`src/rtl/trap_pkg.sv`:
```
// Shared types and constants for the trap/return sequencing controller.
package trap_pkg;

  typedef enum logic [1:0] {
    IDLE  = 2'd0,
    DRAIN = 2'd1,
    TRAP  = 2'd2,
    RET   = 2'd3
  } state_e;

  typedef enum logic [1:0] {
    EVT_NONE = 2'd0,
    EVT_TRAP = 2'd1,
    EVT_MRET = 2'd2
  } evt_e;

  localparam logic [3:0] IRQ_EXT   = 4'd11;
  localparam logic [3:0] IRQ_TIMER = 4'd7;

endpackage

```
`src/rtl/trap_prio_enc.sv`:
```
// Picks the single event the execute stage presents this cycle:
// exception > MRET > external interrupt > timer interrupt.
module trap_prio_enc
  import trap_pkg::*;
(
  input  logic        ex_valid,
  input  logic        ex_exc_req,
  input  logic [3:0]  ex_exc_cause,
  input  logic [31:0] ex_exc_tval,
  input  logic        ex_is_mret,
  input  logic        timer_int,
  input  logic        ext_int,
  input  logic        mie,
  output logic [1:0]  evt_type,
  output logic        evt_is_irq,
  output logic [3:0]  evt_cause,
  output logic [31:0] evt_tval
);

  always_comb begin
    evt_type   = EVT_NONE;
    evt_is_irq = 1'b0;
    evt_cause  = '0;
    evt_tval   = '0;
    if (ex_valid) begin
      if (ex_exc_req) begin
        evt_type  = EVT_TRAP;
        evt_cause = ex_exc_cause;
        evt_tval  = ex_exc_tval;
      end else if (ex_is_mret) begin
        evt_type = EVT_MRET;
      end else if (mie && ext_int) begin
        evt_type   = EVT_TRAP;
        evt_is_irq = 1'b1;
        evt_cause  = IRQ_EXT;
      end else if (mie && timer_int) begin
        evt_type   = EVT_TRAP;
        evt_is_irq = 1'b1;
        evt_cause  = IRQ_TIMER;
      end
    end
  end

endmodule

```
`src/rtl/trap_ctrl.sv`:
```
// Trap/MRET sequencer: accepts one event from execute, drains the pipe,
// then issues a single commit pulse and fetch redirect.
//
// state | meaning
// IDLE  | waiting for a valid instruction carrying an event
// DRAIN | flushing, waiting for pipe_busy to clear or the drain timeout
// TRAP  | one cycle: commit trap state to CSRs, redirect to mtvec
// RET   | one cycle: commit MRET, redirect to mepc
module trap_ctrl
  import trap_pkg::*;
#(
  parameter int DRAIN_MAX = 15
) (
  input  logic        clk,
  input  logic        rst_n,
  input  logic        ex_valid,
  input  logic [31:0] ex_pc,
  input  logic        ex_exc_req,
  input  logic [3:0]  ex_exc_cause,
  input  logic [31:0] ex_exc_tval,
  input  logic        ex_is_mret,
  input  logic        timer_int,
  input  logic        ext_int,
  input  logic        mie,
  input  logic [31:0] mtvec,
  input  logic [31:0] mepc,
  input  logic        pipe_busy,
  output logic        flush,
  output logic        exc_taken,
  output logic        exc_is_irq,
  output logic [3:0]  exc_cause,
  output logic [31:0] exc_tval,
  output logic [31:0] exc_pc,
  output logic        mret_taken,
  output logic        redirect_valid,
  output logic [31:0] redirect_pc,
  output logic        drain_err
);

  state_e      state_q, state_d;
  evt_e        type_q, type_d;
  logic [31:0] pc_q, pc_d;
  logic [31:0] tval_q, tval_d;
  logic [3:0]  cause_q, cause_d;
  logic        irq_q, irq_d;
  logic [3:0]  cnt_q, cnt_d;
  logic        drain_err_q, drain_err_d;

  logic [1:0]  evt_type_raw;
  evt_e        evt_type;
  logic        evt_is_irq;
  logic [3:0]  evt_cause;
  logic [31:0] evt_tval;
  logic        cnt_done;

  trap_prio_enc u_prio (
    .ex_valid     (ex_valid),
    .ex_exc_req   (ex_exc_req),
    .ex_exc_cause (ex_exc_cause),
    .ex_exc_tval  (ex_exc_tval),
    .ex_is_mret   (ex_is_mret),
    .timer_int    (timer_int),
    .ext_int      (ext_int),
    .mie          (mie),
    .evt_type     (evt_type_raw),
    .evt_is_irq   (evt_is_irq),
    .evt_cause    (evt_cause),
    .evt_tval     (evt_tval)
  );

  assign evt_type = evt_e'(evt_type_raw);

  // The exit decision uses the post-increment count, so DRAIN lasts at most DRAIN_MAX cycles.
  assign cnt_done = (int'(cnt_q) + 1) >= DRAIN_MAX;

  always_comb begin
    state_d        = state_q;
    type_d         = type_q;
    pc_d           = pc_q;
    tval_d         = tval_q;
    cause_d        = cause_q;
    irq_d          = irq_q;
    cnt_d          = cnt_q;
    drain_err_d    = drain_err_q;
    flush          = 1'b0;
    exc_taken      = 1'b0;
    mret_taken     = 1'b0;
    redirect_valid = 1'b0;
    redirect_pc    = '0;
    case (state_q)
      IDLE: begin
        if (evt_type != EVT_NONE) begin
          flush   = 1'b1;
          type_d  = evt_type;
          pc_d    = ex_pc;
          cause_d = evt_cause;
          tval_d  = evt_tval;
          irq_d   = evt_is_irq;
          cnt_d   = '0;
          state_d = DRAIN;
        end
      end
      DRAIN: begin
        flush = 1'b1;
        cnt_d = cnt_q + 4'd1;
        if (!pipe_busy || cnt_done) begin
          if (pipe_busy) drain_err_d = 1'b1;
          state_d = (type_q == EVT_MRET) ? RET : TRAP;
        end
      end
      TRAP: begin
        flush          = 1'b1;
        exc_taken      = 1'b1;
        redirect_valid = 1'b1;
        redirect_pc    = {mtvec[31:2], 2'b00};
        state_d        = IDLE;
      end
      RET: begin
        flush          = 1'b1;
        mret_taken     = 1'b1;
        redirect_valid = 1'b1;
        redirect_pc    = mepc;
        state_d        = IDLE;
      end
      default: state_d = IDLE;
    endcase
  end

  always_ff @(posedge clk or negedge rst_n) begin
    if (!rst_n) begin
      state_q     <= IDLE;
      type_q      <= EVT_NONE;
      pc_q        <= '0;
      tval_q      <= '0;
      cause_q     <= '0;
      irq_q       <= 1'b0;
      cnt_q       <= '0;
      drain_err_q <= 1'b0;
    end else begin
      state_q     <= state_d;
      type_q      <= type_d;
      pc_q        <= pc_d;
      tval_q      <= tval_d;
      cause_q     <= cause_d;
      irq_q       <= irq_d;
      cnt_q       <= cnt_d;
      drain_err_q <= drain_err_d;
    end
  end

  assign exc_is_irq = irq_q;
  assign exc_cause  = cause_q;
  assign exc_tval   = tval_q;
  assign exc_pc     = pc_q;
  assign drain_err  = drain_err_q;

endmodule

```
`config.mk`:
```
export PLATFORM = sky130hd
export DESIGN_NAME = trap_ctrl
export DESIGN_NICKNAME = d
export VERILOG_FILES = /design/src/rtl/trap_pkg.sv /design/src/rtl/trap_prio_enc.sv /design/src/rtl/trap_ctrl.sv
export SDC_FILE = /design/constraint.sdc
export NUM_CORES = 1
export LEC_CHECK = 0
export CORE_MARGIN = 1.5
export CORE_UTILIZATION = 28
export DETAILED_ROUTE_END_ITERATION = 8
export PLACE_DENSITY = 0.76
export SKIP_LAST_GASP = 1
export SLEW_MARGIN = 20
export SYNTH_ARGS = -nofsm -noshare
export SYNTH_HDL_FRONTEND = slang
export SYNTH_SLANG_ARGS = --single-unit
```
`constraint.sdc`:
```
create_clock -name clk -period 4.3 [get_ports clk]
set_input_delay 0.43 -clock clk [delete_from_list [all_inputs] [get_ports clk]]
set_output_delay 0.43 -clock clk [all_outputs]
set_load 0.005 [all_outputs]
```
* Yosys cells after proc, flatten, opt, wreduce, memory -nomap -nowiden
Cells that the tools add are included. W data, S select, Z words.
Cells by class: reduce and logical (&&, ||, !) cells 13, equal/unequal tests 6, add/sub/neg operators 2, multiplexer cells 29, magnitude comparators 1
Operator list (number):
- $mux W32 | 2
- $pmux W32 S2 | 1
- $mux W4 | 5
- $mux W2 | 6
- $mux W1 | 11
- $pmux W4 S2 | 1
- $eq A2 B2 Y1 const B | 3
- $pmux W2 S3 | 1
- $reduce_and A2 Y1 | 3
- $add A4 B1 Y5 const B | 1
- $ge A5 B4 Y1 const B | 1
- $add A4 B1 Y4 const B | 1
- $ne A2 B2 Y1 const B | 2
- $reduce_bool A2 Y1 | 2
- $mux W3 | 1
- $reduce_and A3 Y1 | 1
- $reduce_or A3 Y1 | 1
- $eq A2 B1 Y1 const B | 1
- $logic_and A1 B1 Y1 | 2
- $logic_not A2 Y1 | 1
- $pmux W1 S2 | 1
- $reduce_or A2 Y1 | 1
- $logic_not A1 Y1 | 1
- $logic_or A1 B1 Y1 | 1
Storage, ports and cells: logic and storage cells 59, register bits after elaboration 78, input port bits 141

* Logic depth before layout (Yosys ltp)
depth in word-level cells 9, depth in mapped cells 6, mapped depth without buffers 6

* By module
Synthesis repeated with hierarchy kept, for this count alone.
Second synthesis, totals: cell total of the unflattened synthesis 325, area total of the unflattened synthesis 4035.1 um^2
Modules (own cells, without submodules):
- trap_ctrl | times used 1, area each 3658.5 um^2, sequential area each 1951.9 um^2, cells each 271
- trap_prio_enc | times used 1, area each 376.6 um^2, sequential area each 0.0 um^2, cells each 54

* Worst setup path before layout
OpenSTA, ideal clock, no wires.
kind input to register, from in timer_int, to reg pc_q[0], in the netlist exc_pc[0], cell stages on the path 4, buffers on the path 1, data arrival time 1.529 ns, slack 2.646 ns, path through o21a_2 > o31ai_4 > buf_6 > mux2_4
Between the ends: word-level cells in the longest chain between the ends 8
RTL lines:
- start: declaration | line trap_ctrl.sv:22 | input logic timer_int,
- $logic_and A1 B1 Y1 | line trap_prio_enc.sv:36 | end else if (mie && timer_int) begin
- $mux W1 | line trap_prio_enc.sv:36
- $mux W2 | line trap_prio_enc.sv:32 | end else if (mie && ext_int) begin
- $mux W2 | line trap_prio_enc.sv:30 | end else if (ex_is_mret) begin
- $mux W2 | line trap_prio_enc.sv:26 | if (ex_exc_req) begin
- $mux W2 | line trap_prio_enc.sv:25 | if (ex_valid) begin
- $reduce_bool A2 Y1 | line trap_ctrl.sv:92 | if (evt_type != EVT_NONE) begin
- $reduce_and A2 Y1 (no line)
- end signal: assignment | line trap_ctrl.sv:142 | pc_q <= pc_d;
- end: declaration | line trap_ctrl.sv:42 | logic [31:0] pc_q, pc_d;
Every way passes these cells. A chain may end at the register's enable or synchronous reset.

* Worst setup path in the final report
from reg state_q[0], to out redirect_pc[27]
Between the ends: word-level cells in the longest chain between the ends 2, elaborated cells on any way between the ends 3
RTL lines:
- start: declaration | line trap_ctrl.sv:40 | state_e state_q, state_d;
- start signal: assignment | line trap_ctrl.sv:140 | state_q <= state_d;
- $eq A2 B2 Y1 | line trap_ctrl.sv:90 | case (state_q)
- $pmux W32 S2 * | line trap_ctrl.sv:90
- end: declaration | line trap_ctrl.sv:36 | output logic [31:0] redirect_pc,
Mark *: on every way between the ends. The rest lies on a longest branch, timed or not.

==> results.py <==
metrics = {
    "placement": {
        "hpwl_um": 8757,
        "io_buffers": 244,
        "pre_cts_slack_ns": 1.631,
        "place_congestion": 0.8015,
        "dp_cells": 763,
    },
    "clock_network": {
        "cts_resized": 0,
        "clockBufferDepth": 2,
        "cts_sinks": 78,
        "tritoncts": "yes",
        "cts_hold_buf": 0,
        "clkTransAtPathRegs_ns": 0.06,
        "cts_buffers": 9,
        "post_cts_buffers": 0,
        "clk_latency_ns": 0.34,
        "cts_root_buf": "clkbuf_16",
        "htreeDepth": 3,
    },
    "power": {
        "switching_power_w": 0.001120,
        "ir_drop_uv": 190.1,
        "switching_share_pct": 29.63,
        "p_int_w": 0.002660,
        "powerDensity_nw_per_um2": 555.6,
        "clock_power_share_pct": 21.8,
        "total_power_w": 0.003780,
        "p_leak_nw": 2.890,
        "seq_power_share_pct": 34.5,
        "power_frac_comb_pct": 43.8,
    },
    "timing": {
        "tightestPinTransition_ns": 0.9932,
        "final.min_clock_period_ns": 2.719,
        "hold_viol": 0,
        "fin_ws_ns": 1.581,
        "min_period_over_period_pct": 63.22,
        "setup_violations": 0,
        "max-slew-margin-rel_pct": 33.78,
        "timing.fmax_ghz": 0.3678,
        "skew_ns": 0.004093,
        "slew_viol_final": 0,
        "rsz0062_at_grt": "false",
        "finalSetupTns_ns": 0,
    },
    "detailed_routing": {
        "viasPerCell": 4.483,
        "totalWireLength_um": 11590,
        "highest_layer": "met4",
        "m1WireLength_um": 4427,
        "met2_length_um": 5946,
        "final_antenna_net_count": 0,
        "vias": 3497,
        "drt_iter0_drc": 120,
        "dr_wl_met3_um": 891,
        "post_drt_wl_per_cell_um": 14.86,
        "dr.pass1.iters": 4,
        "drc_errors": 0,
    },
    "global_routing": {
        "antenna_found_initial": 0,
        "grt-ovfl-total": 0,
        "grtUsageTotal_pct": 15.73,
        "grt_pass1_wl_um": 17800,
        "grt_max_degree": 85,
        "grt_pass1_vias": 3648,
    },
    "outcome": {
        "status": "finished, final reports clean",
    },
    "setup_path": {
        "crit_path_cell_trace": "mux2i_1 -> nor2b_1 -> clkdlybuf4s50_1",
        "crit_arrival_ns": 2.29,
        "slowest_stage": "dfrtp_2",
        "crit_required_ns": 3.87,
        "slowest_delay_ns": 1.01,
        "cp-end-kind": "primary output",
        "critPathMaxFanout": 38,
        "crit_type": "reg -> out",
        "start_kind": "flip-flop",
    },
    "layout": {
        "stdcell_count": 780,
        "drive_gt1_share_pct": 10.17,
        "multi_input_area_um2": 1804,
        "fillers": 1235,
        "final_cell_mix": "clkdlybuf4s50_1 (243), dfrtp_1 (77), nand2_1 (74)",
        "layout_commonest_cell": "clkdlybuf4s50_1",
        "nNetsFinal": 738,
        "syn2layout_area_growth_pct": 72.69,
        "seqCellArea_um2": 1953,
        "antenna-diode-count": 0,
    },
    "synthesis": {
        "ys_ff_latch": 78,
        "yosysTopAreaCell": "dfrtp_1",
        "yosysTopAreaCellShare_pct": 49.54,
        "syn-instance-count": 362,
        "avgSynthCellArea_um2": 10.88,
        "synthDistinctLibCells": 34,
        "netlist_top_cells_area": "dfrtp_1 (50%), mux2_4 (12%), mux2i_1 (7.9%)",
        "ys_seq_area_share_pct": 49.54,
        "syn_nets": 505,
        "yosysWarningCount": 0,
        "mappedNetlistArea_um2": 3940,
    },
    "flow_run": {
        "cap_viol_max_count": 0,
    },
    "min_path": {
        "hold_path.class": "in -> async",
    },
    "floorplan": {
        "ios": 247,
        "start_util_pct": 28.50,
        "fp.dieH_um": 121.6,
        "core_area_um2": 13830,
        "rows": 43,
        "die_x_um": 121.6,
        "fp.dieArea_um2": 14790,
    },
}
## state kept, by name, summed over array words and instances, names as in the netlist
name,cells
state_q,2
exc_is_irq,1
cnt_q,4
exc_tval,32
drain_err,1
exc_cause,4
exc_pc,32
type_q,2
## worst max-delay path: cells and delay by family, from the launching register on
family	cells	cell delay [ns]
buf+inv	1	0.53
flops	1	1.01
mux	1	0.19
simple gates	1	0.21
## per-stage QoR
step                hold WS (ns)  util, %  instance area, um2
finish                   0.04283    49.21                6804
CTS                       0.2957    49.06                6784
detailed placement        0.4587    46.72                6460
floorplan                 0.1344        -                3940
global placement          0.4624    46.72                6460
global route             0.07474    49.21                6804
## synthesized netlist by cell type (all sizes together)
master	count
o31ai	4
nor2b	32
nor4bb	1
a21oi	5
mux2	32
mux2i	31
nand2	74
clkbuf	13
o22ai	3
nand2b	1
nor2	5
buf	13
xor2	1
a31o	1
inv	4
and2	2
and3	2
o21ai	45
o21a	2
xnor2	1
dfrtp	78
nand3b	1
nand3	5
nor3b	1
or4bb	1
o31a	1
ha	2
o2bb2ai	1
## metal layers
metal	global-route usage (%)	up-vias
li1	-	1694
met1	16.15	1590
met2	29.10	190
met3	4.026	23
met4	8.529	0
met5	0	-
## layout make-up
type | count | area share, %
repair buffers | 248 | 36.48
flip-flops and latches | 78 | 28.71
multi-input cells | 254 | 26.52
clock buffers | 10 | 3.365
well taps | 180 | 3.310
clock inverters | 6 | 1.398
inverters | 4 | 0.2207
## worst paths after layout
path | from | endpoint | slack [ns] | cells after the start
max | state_q[0] | redirect_pc[27] | 1.58 | 3
min | rst_n | exc_pc[0] | 0.04 | 1
max reg2reg | state_q[0] | exc_pc[22] | 1.71 | 4
min reg2reg | drain_err | drain_err | 0.47 | 1
max in group asynchronous | rst_n | state_q[0] | 3.64 | 2
min in group clk | drain_err | drain_err | 0.47 | 1
## kinds of logic after synthesis
group	count (synthesis)	synth area share, %
adders and majority gates	2	0.6350
DFF	78	49.54
AOI/OAI and AO/OA	62	9.400
xor gates and xnor gates	2	0.4447
buffers and inverters	30	4.668
muxes	63	20.07
and+or+nand+nor	125	15.24
## power by group through the flow
stage	registers, W	clock network, W	logic [W]
finish	0.00130	0.000822	0.00166
floorplan	0.00122	0	0.000834
global placement	0.00129	0	0.00163
CTS	0.00131	0.000847	0.00168
global route	0.00135	0.000880	0.00179
detailed placement	0.00132	0	0.00167
Note: power is estimated with default switching activity, not from simulation.
